--- src/rtl/regfile_write_sched_if.sv ---
// rtl/regfile_write_sched_if.sv - writeback, reservation, query and register-file port bundle
interface regfile_write_sched_if #(
   parameter int ADDRESS_WIDTH = 5,
   parameter int DATA_WIDTH    = 32
);
   logic                          alu_valid;
   logic                          alu_ready;
   logic [ADDRESS_WIDTH-1:0]      alu_rd;
   logic [DATA_WIDTH-1:0]         alu_data;
   logic                          lsu_valid;
   logic                          lsu_ready;
   logic [ADDRESS_WIDTH-1:0]      lsu_rd;
   logic [DATA_WIDTH-1:0]         lsu_data;
   logic                          rsv_valid;
   logic [ADDRESS_WIDTH-1:0]      rsv_rd;
   logic                          rsv_ready;
   logic [ADDRESS_WIDTH-1:0]      q_rs1;
   logic [ADDRESS_WIDTH-1:0]      q_rs2;
   logic                          busy_rs1;
   logic                          busy_rs2;
   logic                          WE3;
   logic [ADDRESS_WIDTH-1:0]      AD3;
   logic [DATA_WIDTH-1:0]         WD3;
   logic [(2**ADDRESS_WIDTH)-1:0] busy_vec;
   logic                          err_unrsv;

   modport master (
      output alu_valid, alu_rd, alu_data,
      output lsu_valid, lsu_rd, lsu_data,
      output rsv_valid, rsv_rd, q_rs1, q_rs2,
      input  alu_ready, lsu_ready, rsv_ready, busy_rs1, busy_rs2,
      input  WE3, AD3, WD3, busy_vec, err_unrsv
   );

   modport slave (
      input  alu_valid, alu_rd, alu_data,
      input  lsu_valid, lsu_rd, lsu_data,
      input  rsv_valid, rsv_rd, q_rs1, q_rs2,
      output alu_ready, lsu_ready, rsv_ready, busy_rs1, busy_rs2,
      output WE3, AD3, WD3, busy_vec, err_unrsv
   );
endinterface

--- src/rtl/regfile_write_sched.sv ---
// rtl/regfile_write_sched.sv - round-robin write-port arbiter and pending-write scoreboard
module regfile_write_sched #(
   parameter int ADDRESS_WIDTH = 5,
   parameter int DATA_WIDTH    = 32
) (
   input logic                  clk,
   input logic                  rst,
   regfile_write_sched_if.slave bus
);
   localparam int NUM_REGS = 2**ADDRESS_WIDTH;

   typedef enum logic {
      GRANT_ALU = 1'b0,
      GRANT_LSU = 1'b1
   } grant_e;

   grant_e                   last_grant;
   grant_e                   last_grant_nxt;
   logic [NUM_REGS-1:0]      busy;
   logic [NUM_REGS-1:0]      busy_nxt;
   logic                     err;
   logic                     err_nxt;
   logic                     grant_alu;
   logic                     grant_lsu;
   logic                     grant;
   logic                     rsv_ok;
   logic [ADDRESS_WIDTH-1:0] wr_rd;
   logic [DATA_WIDTH-1:0]    wr_data;

   always_ff @(posedge clk) begin
      if (rst) begin
         busy       <= '0;
         err        <= 1'b0;
         last_grant <= GRANT_LSU;
      end else begin
         busy       <= busy_nxt;
         err        <= err_nxt;
         last_grant <= last_grant_nxt;
      end
   end

   always_comb begin
      grant_alu      = 1'b0;
      grant_lsu      = 1'b0;
      rsv_ok         = 1'b0;
      wr_rd          = '0;
      wr_data        = '0;
      busy_nxt       = busy;
      err_nxt        = err;
      last_grant_nxt = last_grant;

      // On contention the requester not named by last_grant wins.
      if (!rst) begin
         if (bus.alu_valid && (!bus.lsu_valid || last_grant == GRANT_LSU))
            grant_alu = 1'b1;
         else if (bus.lsu_valid)
            grant_lsu = 1'b1;
         rsv_ok = !busy[bus.rsv_rd];
      end
      grant = grant_alu | grant_lsu;

      if (grant_alu) begin
         wr_rd          = bus.alu_rd;
         wr_data        = bus.alu_data;
         last_grant_nxt = GRANT_ALU;
      end else if (grant_lsu) begin
         wr_rd          = bus.lsu_rd;
         wr_data        = bus.lsu_data;
         last_grant_nxt = GRANT_LSU;
      end

      if (grant) begin
         if (wr_rd != '0 && !busy[wr_rd])
            err_nxt = 1'b1;
         busy_nxt[wr_rd] = 1'b0;
      end
      if (bus.rsv_valid && rsv_ok)
         busy_nxt[bus.rsv_rd] = 1'b1;
      busy_nxt[0] = 1'b0;
   end

   // Queries read registered state only, so a clearing register still reports busy.
   assign bus.alu_ready = grant_alu;
   assign bus.lsu_ready = grant_lsu;
   assign bus.rsv_ready = rsv_ok;
   assign bus.WE3       = grant && (wr_rd != '0);
   assign bus.AD3       = wr_rd;
   assign bus.WD3       = wr_data;
   assign bus.busy_vec  = busy;
   assign bus.busy_rs1  = busy[bus.q_rs1];
   assign bus.busy_rs2  = busy[bus.q_rs2];
   assign bus.err_unrsv = err;
endmodule

--- src/flat_wrapper.sv ---
// flat-port wrapper written by rule: the top's interface ports become plain ports
module regfile_write_sched_flat 
#(
   parameter int ADDRESS_WIDTH = 5,
   parameter int DATA_WIDTH    = 32
)
  (clk, rst, bus_alu_valid, bus_alu_rd, bus_alu_data, bus_lsu_valid, bus_lsu_rd, bus_lsu_data, bus_rsv_valid, bus_rsv_rd, bus_q_rs1, bus_q_rs2, bus_alu_ready, bus_lsu_ready, bus_rsv_ready, bus_busy_rs1, bus_busy_rs2, bus_WE3, bus_AD3, bus_WD3, bus_busy_vec, bus_err_unrsv);
  regfile_write_sched_if #(.ADDRESS_WIDTH(ADDRESS_WIDTH), .DATA_WIDTH(DATA_WIDTH)) bus_i ();
  input logic clk;
  input logic rst;
  input wire logic [$bits(bus_i.alu_valid)-1:0] bus_alu_valid;
  input wire logic [$bits(bus_i.alu_rd)-1:0] bus_alu_rd;
  input wire logic [$bits(bus_i.alu_data)-1:0] bus_alu_data;
  input wire logic [$bits(bus_i.lsu_valid)-1:0] bus_lsu_valid;
  input wire logic [$bits(bus_i.lsu_rd)-1:0] bus_lsu_rd;
  input wire logic [$bits(bus_i.lsu_data)-1:0] bus_lsu_data;
  input wire logic [$bits(bus_i.rsv_valid)-1:0] bus_rsv_valid;
  input wire logic [$bits(bus_i.rsv_rd)-1:0] bus_rsv_rd;
  input wire logic [$bits(bus_i.q_rs1)-1:0] bus_q_rs1;
  input wire logic [$bits(bus_i.q_rs2)-1:0] bus_q_rs2;
  output wire logic [$bits(bus_i.alu_ready)-1:0] bus_alu_ready;
  output wire logic [$bits(bus_i.lsu_ready)-1:0] bus_lsu_ready;
  output wire logic [$bits(bus_i.rsv_ready)-1:0] bus_rsv_ready;
  output wire logic [$bits(bus_i.busy_rs1)-1:0] bus_busy_rs1;
  output wire logic [$bits(bus_i.busy_rs2)-1:0] bus_busy_rs2;
  output wire logic [$bits(bus_i.WE3)-1:0] bus_WE3;
  output wire logic [$bits(bus_i.AD3)-1:0] bus_AD3;
  output wire logic [$bits(bus_i.WD3)-1:0] bus_WD3;
  output wire logic [$bits(bus_i.busy_vec)-1:0] bus_busy_vec;
  output wire logic [$bits(bus_i.err_unrsv)-1:0] bus_err_unrsv;
  assign bus_i.alu_valid = bus_alu_valid;
  assign bus_i.alu_rd = bus_alu_rd;
  assign bus_i.alu_data = bus_alu_data;
  assign bus_i.lsu_valid = bus_lsu_valid;
  assign bus_i.lsu_rd = bus_lsu_rd;
  assign bus_i.lsu_data = bus_lsu_data;
  assign bus_i.rsv_valid = bus_rsv_valid;
  assign bus_i.rsv_rd = bus_rsv_rd;
  assign bus_i.q_rs1 = bus_q_rs1;
  assign bus_i.q_rs2 = bus_q_rs2;
  assign bus_alu_ready = bus_i.alu_ready;
  assign bus_lsu_ready = bus_i.lsu_ready;
  assign bus_rsv_ready = bus_i.rsv_ready;
  assign bus_busy_rs1 = bus_i.busy_rs1;
  assign bus_busy_rs2 = bus_i.busy_rs2;
  assign bus_WE3 = bus_i.WE3;
  assign bus_AD3 = bus_i.AD3;
  assign bus_WD3 = bus_i.WD3;
  assign bus_busy_vec = bus_i.busy_vec;
  assign bus_err_unrsv = bus_i.err_unrsv;
  regfile_write_sched #(.ADDRESS_WIDTH(ADDRESS_WIDTH), .DATA_WIDTH(DATA_WIDTH)) u_core (.clk(clk), .rst(rst), .bus(bus_i));
endmodule
--- config.mk ---
export PLATFORM = sky130hd
export DESIGN_NAME = regfile_write_sched_flat
export DESIGN_NICKNAME = d
export VERILOG_FILES = /design/src/rtl/regfile_write_sched_if.sv /design/src/rtl/regfile_write_sched.sv /design/src/flat_wrapper.sv
export SDC_FILE = /design/constraint.sdc
export NUM_CORES = 1
export LEC_CHECK = 0
export ABC_AREA = 0
export CAP_MARGIN = 20
export CORE_MARGIN = 10
export CORE_UTILIZATION = 35
export DETAILED_ROUTE_END_ITERATION = 12
export PLACE_DENSITY_LB_ADDON = 0.2
export SKIP_CTS_REPAIR_TIMING = 1
export SYNTH_ARGS = -nofsm -noshare
export SYNTH_HDL_FRONTEND = slang
export SYNTH_SLANG_ARGS = --single-unit
--- constraint.sdc ---
create_clock -name clk -period 3.37 [get_ports clk]
set_input_delay 0.8425 -clock clk [delete_from_list [all_inputs] [get_ports clk]]
set_output_delay 0.8425 -clock clk [all_outputs]
set_load 0.005 [all_outputs]
==> run_summary.xml <==
<?xml version="1.0" encoding="UTF-8"?>
<metrics>
  <group name="outcome">
    <metric name="status" unit="">finished clean</metric>
  </group>
  <group name="cells_and_area">
    <metric name="final_instance_count_excl_fillers" unit="">600</metric>
    <metric name="fin_util" unit="">0.6786</metric>
    <metric name="post_route_cells_drive_above_1_share" unit="">0.2450</metric>
    <metric name="fillerInstances" unit="">624</metric>
    <metric name="count_of_nets_after_finishing" unit="">591</metric>
    <metric name="layout.area.seq" unit="sq um">660.6</metric>
    <metric name="syn2layout_area_growth" unit="%">86.34</metric>
    <metric name="number_of_antenna_diodes" unit="">0</metric>
    <metric name="multi_input_area" unit="sq um">2067</metric>
    <metric name="area_of_all_placed_cells_without_fillers" unit="sq um">5325</metric>
  </group>
  <group name="clock_tree">
    <metric name="cts_buffers" unit="">5</metric>
    <metric name="cts_tree" unit="">yes</metric>
    <metric name="worst_setup_hold_path_clk_slew" unit="ps">80</metric>
    <metric name="cts.root.buffer_cell" unit="">sky130_fd_sc_hd__clkbuf_8</metric>
    <metric name="clockBufferDepth" unit="">2</metric>
    <metric name="clkSinkCount" unit="">33</metric>
    <metric name="htreeDepth" unit="">2</metric>
    <metric name="clock_latency" unit="ps">290</metric>
  </group>
  <group name="critical_path">
    <metric name="worstSetupStartpointType" unit="">input port</metric>
    <metric name="timing.critical_path.from" unit="">bus_rsv_rd[0]</metric>
    <metric name="crit_required" unit="ps">2530</metric>
    <metric name="type_of_the_worst_setup_path" unit="">input port to primary output</metric>
    <metric name="r2r-start" unit="">u_core.last_grant</metric>
    <metric name="cp_data_arrival_time" unit="ps">2490</metric>
    <metric name="length_in_cells_of_the_worst_reg_to_reg_path" unit="">10</metric>
    <metric name="timing.critical_path.to_type" unit="">primary output</metric>
    <metric name="crit_path_max_fo" unit="">7</metric>
  </group>
  <group name="place">
    <metric name="dpl.cell_count" unit="">585</metric>
    <metric name="cell_area_after_placement" unit="sq um">5016</metric>
    <metric name="gp_congestion" unit="">0.9387</metric>
    <metric name="io_buffer_count" unit="">168</metric>
    <metric name="place_hpwl" unit="mm">11.83</metric>
  </group>
  <group name="yosys">
    <metric name="asyncSetResetFlopFracSynth" unit="">0</metric>
    <metric name="edff_count_synth" unit="">0</metric>
    <metric name="ys.flop_type" unit="">sky130_fd_sc_hd__dfxtp_1</metric>
    <metric name="avgSynthCellArea" unit="sq um">9.888</metric>
    <metric name="mappedNetlistArea" unit="sq um">2858</metric>
    <metric name="flops_latches_synth" unit="">33</metric>
    <metric name="post_synth_inst_count" unit="">289</metric>
    <metric name="syn_nets" unit="">383</metric>
    <metric name="ys_seq_area_frac" unit="">0.2312</metric>
    <metric name="yosys_warnings" unit="">0</metric>
    <metric name="synth_cell_type_count" unit="">43</metric>
  </group>
  <group name="detailed_routing">
    <metric name="drt-total-wl" unit="mm">15.07</metric>
    <metric name="drc_errors" unit="">0</metric>
    <metric name="drtAntennaViolNets" unit="">0</metric>
    <metric name="vias_per_cell" unit="">6.243</metric>
    <metric name="initialDrtViolationCount" unit="">366</metric>
    <metric name="route.detailed.wl_per_inst" unit="um">25.12</metric>
    <metric name="detail_route.first_pass.iterations" unit="">5</metric>
    <metric name="detailroute.via_count" unit="">3746</metric>
  </group>
  <group name="timing">
    <metric name="setup_viol" unit="">0</metric>
    <metric name="final-hold-violation-count" unit="">0</metric>
    <metric name="worst-slew-pin-transition" unit="ps">509.1</metric>
    <metric name="final_min_period_over_clock_period" unit="">0.9884</metric>
    <metric name="finClkSkew" unit="ps">11.46</metric>
    <metric name="setup_tns" unit="ps">0</metric>
    <metric name="finalCriticalPeriod" unit="ps">3331</metric>
    <metric name="achievable-frequency" unit="MHz">300.2</metric>
    <metric name="final_max_slew_viol_count" unit="">0</metric>
    <metric name="slew-limit-headroom" unit="">0.6580</metric>
    <metric name="rsz0062_at_grt" unit="">yes</metric>
  </group>
  <group name="flow_run">
    <metric name="max-cap-violations" unit="">0</metric>
  </group>
  <group name="floorplanning">
    <metric name="io_pins" unit="">170</metric>
    <metric name="die-area" unit="sq um">12180</metric>
    <metric name="core" unit="sq um">7848</metric>
    <metric name="die-height" unit="um">110.4</metric>
    <metric name="chipWidth" unit="um">110.4</metric>
    <metric name="row_count" unit="">32</metric>
    <metric name="initial_core_util" unit="">0.3642</metric>
  </group>
  <group name="grt">
    <metric name="grt_usage" unit="">0.2256</metric>
    <metric name="grt_pass1_vias" unit="">3679</metric>
    <metric name="grt_pass1_wl" unit="mm">21.28</metric>
    <metric name="grt_max_degree" unit="">35</metric>
    <metric name="grt_antenna_before_repair" unit="">0</metric>
    <metric name="grt_remaining_overflow" unit="">0</metric>
  </group>
  <group name="worst_hold_path">
    <metric name="worstHoldPathType" unit="">flip-flop to flip-flop</metric>
    <metric name="worstHoldStart" unit="">u_core.bus.busy_vec[16]</metric>
    <metric name="timing.hold.worst_path_depth" unit="">2</metric>
  </group>
  <group name="power">
    <metric name="cellPowerDensity" unit="nW/um^2">234.4</metric>
    <metric name="peakVddDrop" unit="V">0.0002521</metric>
    <metric name="p_leak" unit="uW">0.002119</metric>
  </group>
</metrics>
==> power breakdown <==
group / switching (uW) / internal (uW) / leakage [uW] / total, uW
Combinational: 181 / 278 / 0.00179 / 458
Clock: 146 / 241 / 0.0000585 / 387
Sequential: 7.37 / 396 / 0.000267 / 403
Total: 334 / 914 / 0.00212 / 1250
==> registers in the layout, summed over array words and instances, names as in the netlist <==
register	cells
u_core.bus.err_unrsv	1
u_core.last_grant	1
u_core.bus.busy_vec	31
==> layout by cell type, fill, tap and decap left out, types with 3 or more instances in the layout <==
master                            netlist  final
sky130_fd_sc_hd__nand2_1               25     25
sky130_fd_sc_hd__clkdlybuf4s50_1        0    149
sky130_fd_sc_hd__buf_6                  4      5
sky130_fd_sc_hd__dlymetal6s2s_1         0     15
sky130_fd_sc_hd__mux2i_1                6      5
sky130_fd_sc_hd__nor2_1                 4      3
sky130_fd_sc_hd__o21ai_0                6      6
sky130_fd_sc_hd__clkbuf_16              0      3
sky130_fd_sc_hd__buf_12                 0      8
sky130_fd_sc_hd__a22o_1                33     32
sky130_fd_sc_hd__a211oi_1               5      5
sky130_fd_sc_hd__inv_2                  4      5
sky130_fd_sc_hd__buf_4                  2     48
sky130_fd_sc_hd__dfxtp_1               33     33
sky130_fd_sc_hd__nand3b_1               4      4
sky130_fd_sc_hd__nor2b_1                7      6
sky130_fd_sc_hd__mux4_2                26     29
sky130_fd_sc_hd__clkbuf_8               0      6
sky130_fd_sc_hd__mux2_2                 5      5
sky130_fd_sc_hd__nand3_1               15     15
sky130_fd_sc_hd__o211ai_1              28     28
sky130_fd_sc_hd__o31ai_1               30     30
==> synth_stat cells (all sizes together), types with 2 or more instances <==
| cell | n | area share |
|---|---|---|
| a211oi | 5 | 0.013 |
| a22o | 33 | 0.10 |
| a22oi | 3 | 0.014 |
| a31oi | 2 | 0.0044 |
| buf | 11 | 0.028 |
| clkbuf | 16 | 0.021 |
| dfxtp | 33 | 0.23 |
| inv | 6 | 0.0079 |
| mux2 | 5 | 0.020 |
| mux2i | 6 | 0.021 |
| mux4 | 29 | 0.23 |
| nand2 | 26 | 0.035 |
| nand3 | 15 | 0.026 |
| nand3b | 4 | 0.011 |
| nor2 | 4 | 0.0053 |
| nor2b | 7 | 0.015 |
| nor3 | 2 | 0.0035 |
| nor4 | 2 | 0.0044 |
| o211ai | 28 | 0.074 |
| o21a | 2 | 0.0053 |
| o21ai | 6 | 0.011 |
| o31ai | 30 | 0.079 |
| or3 | 2 | 0.0044 |
==> worst paths after layout <==
check,to,slack (ps)
worst min register to register,u_core.bus.busy_vec[16],560
worst min-delay path,u_core.bus.busy_vec[16],560
worst max register to register,u_core.bus.err_unrsv,920
worst max-delay path,bus_rsv_ready,40
==> cell type report <==
| cell class | instances | share of cell area |
|---|---|---|
| tap | 102 | 0.02397 |
| clock inverter | 1 | 0.005639 |
| inverter | 6 | 0.004229 |
| timing repair buffer | 228 | 0.4377 |
| multi-input combinational | 223 | 0.3882 |
| clock buffer | 7 | 0.01621 |
| sequential | 33 | 0.1241 |
==> cells by family (layout without fill, tap and decap cells) <==
logic type / Yosys count / after routing / synth area share
buffers and inverters: 33 / 242 / 0.05735
multiplexers: 40 / 40 / 0.2732
flip-flops: 33 / 33 / 0.2312
AO/OA/AOI/OAI: 116 / 116 / 0.3231
other: 1 / 1 / 0.001312
AND/OR/NAND/NOR: 66 / 66 / 0.1138
==> per-stage QoR <==
step	setup WS, ps	hold slack, ps	power, uW
finish	39.02	558.9	1248
global route	-15.68	571.4	1297
CTS	-887.6	544.9	1226
detailed placement	-885.0	525.3	843.5
global placement	-879.7	515.6	836.7
floorplan	0.9717	495.2	564.5
==> critical path, stage by stage <==
cell and delay [ps]:
sky130_fd_sc_hd__buf_6 90, sky130_fd_sc_hd__buf_12 120, sky130_fd_sc_hd__mux4_2 500, sky130_fd_sc_hd__mux4_2 490
sky130_fd_sc_hd__mux2i_2 180, sky130_fd_sc_hd__nand2_2 100, sky130_fd_sc_hd__inv_2 80, sky130_fd_sc_hd__buf_6 90
==> routing by layer <==
layer  vias up  wire (um)  GRT usage
met1      1762       5489     0.2493
li1       1617          -          -
met3        57       1861    0.06790
met4         0        485     0.1037
met5         -          0          0
met2       310       7237     0.3897
No activity file was read; power rests on OpenSTA's default activity.
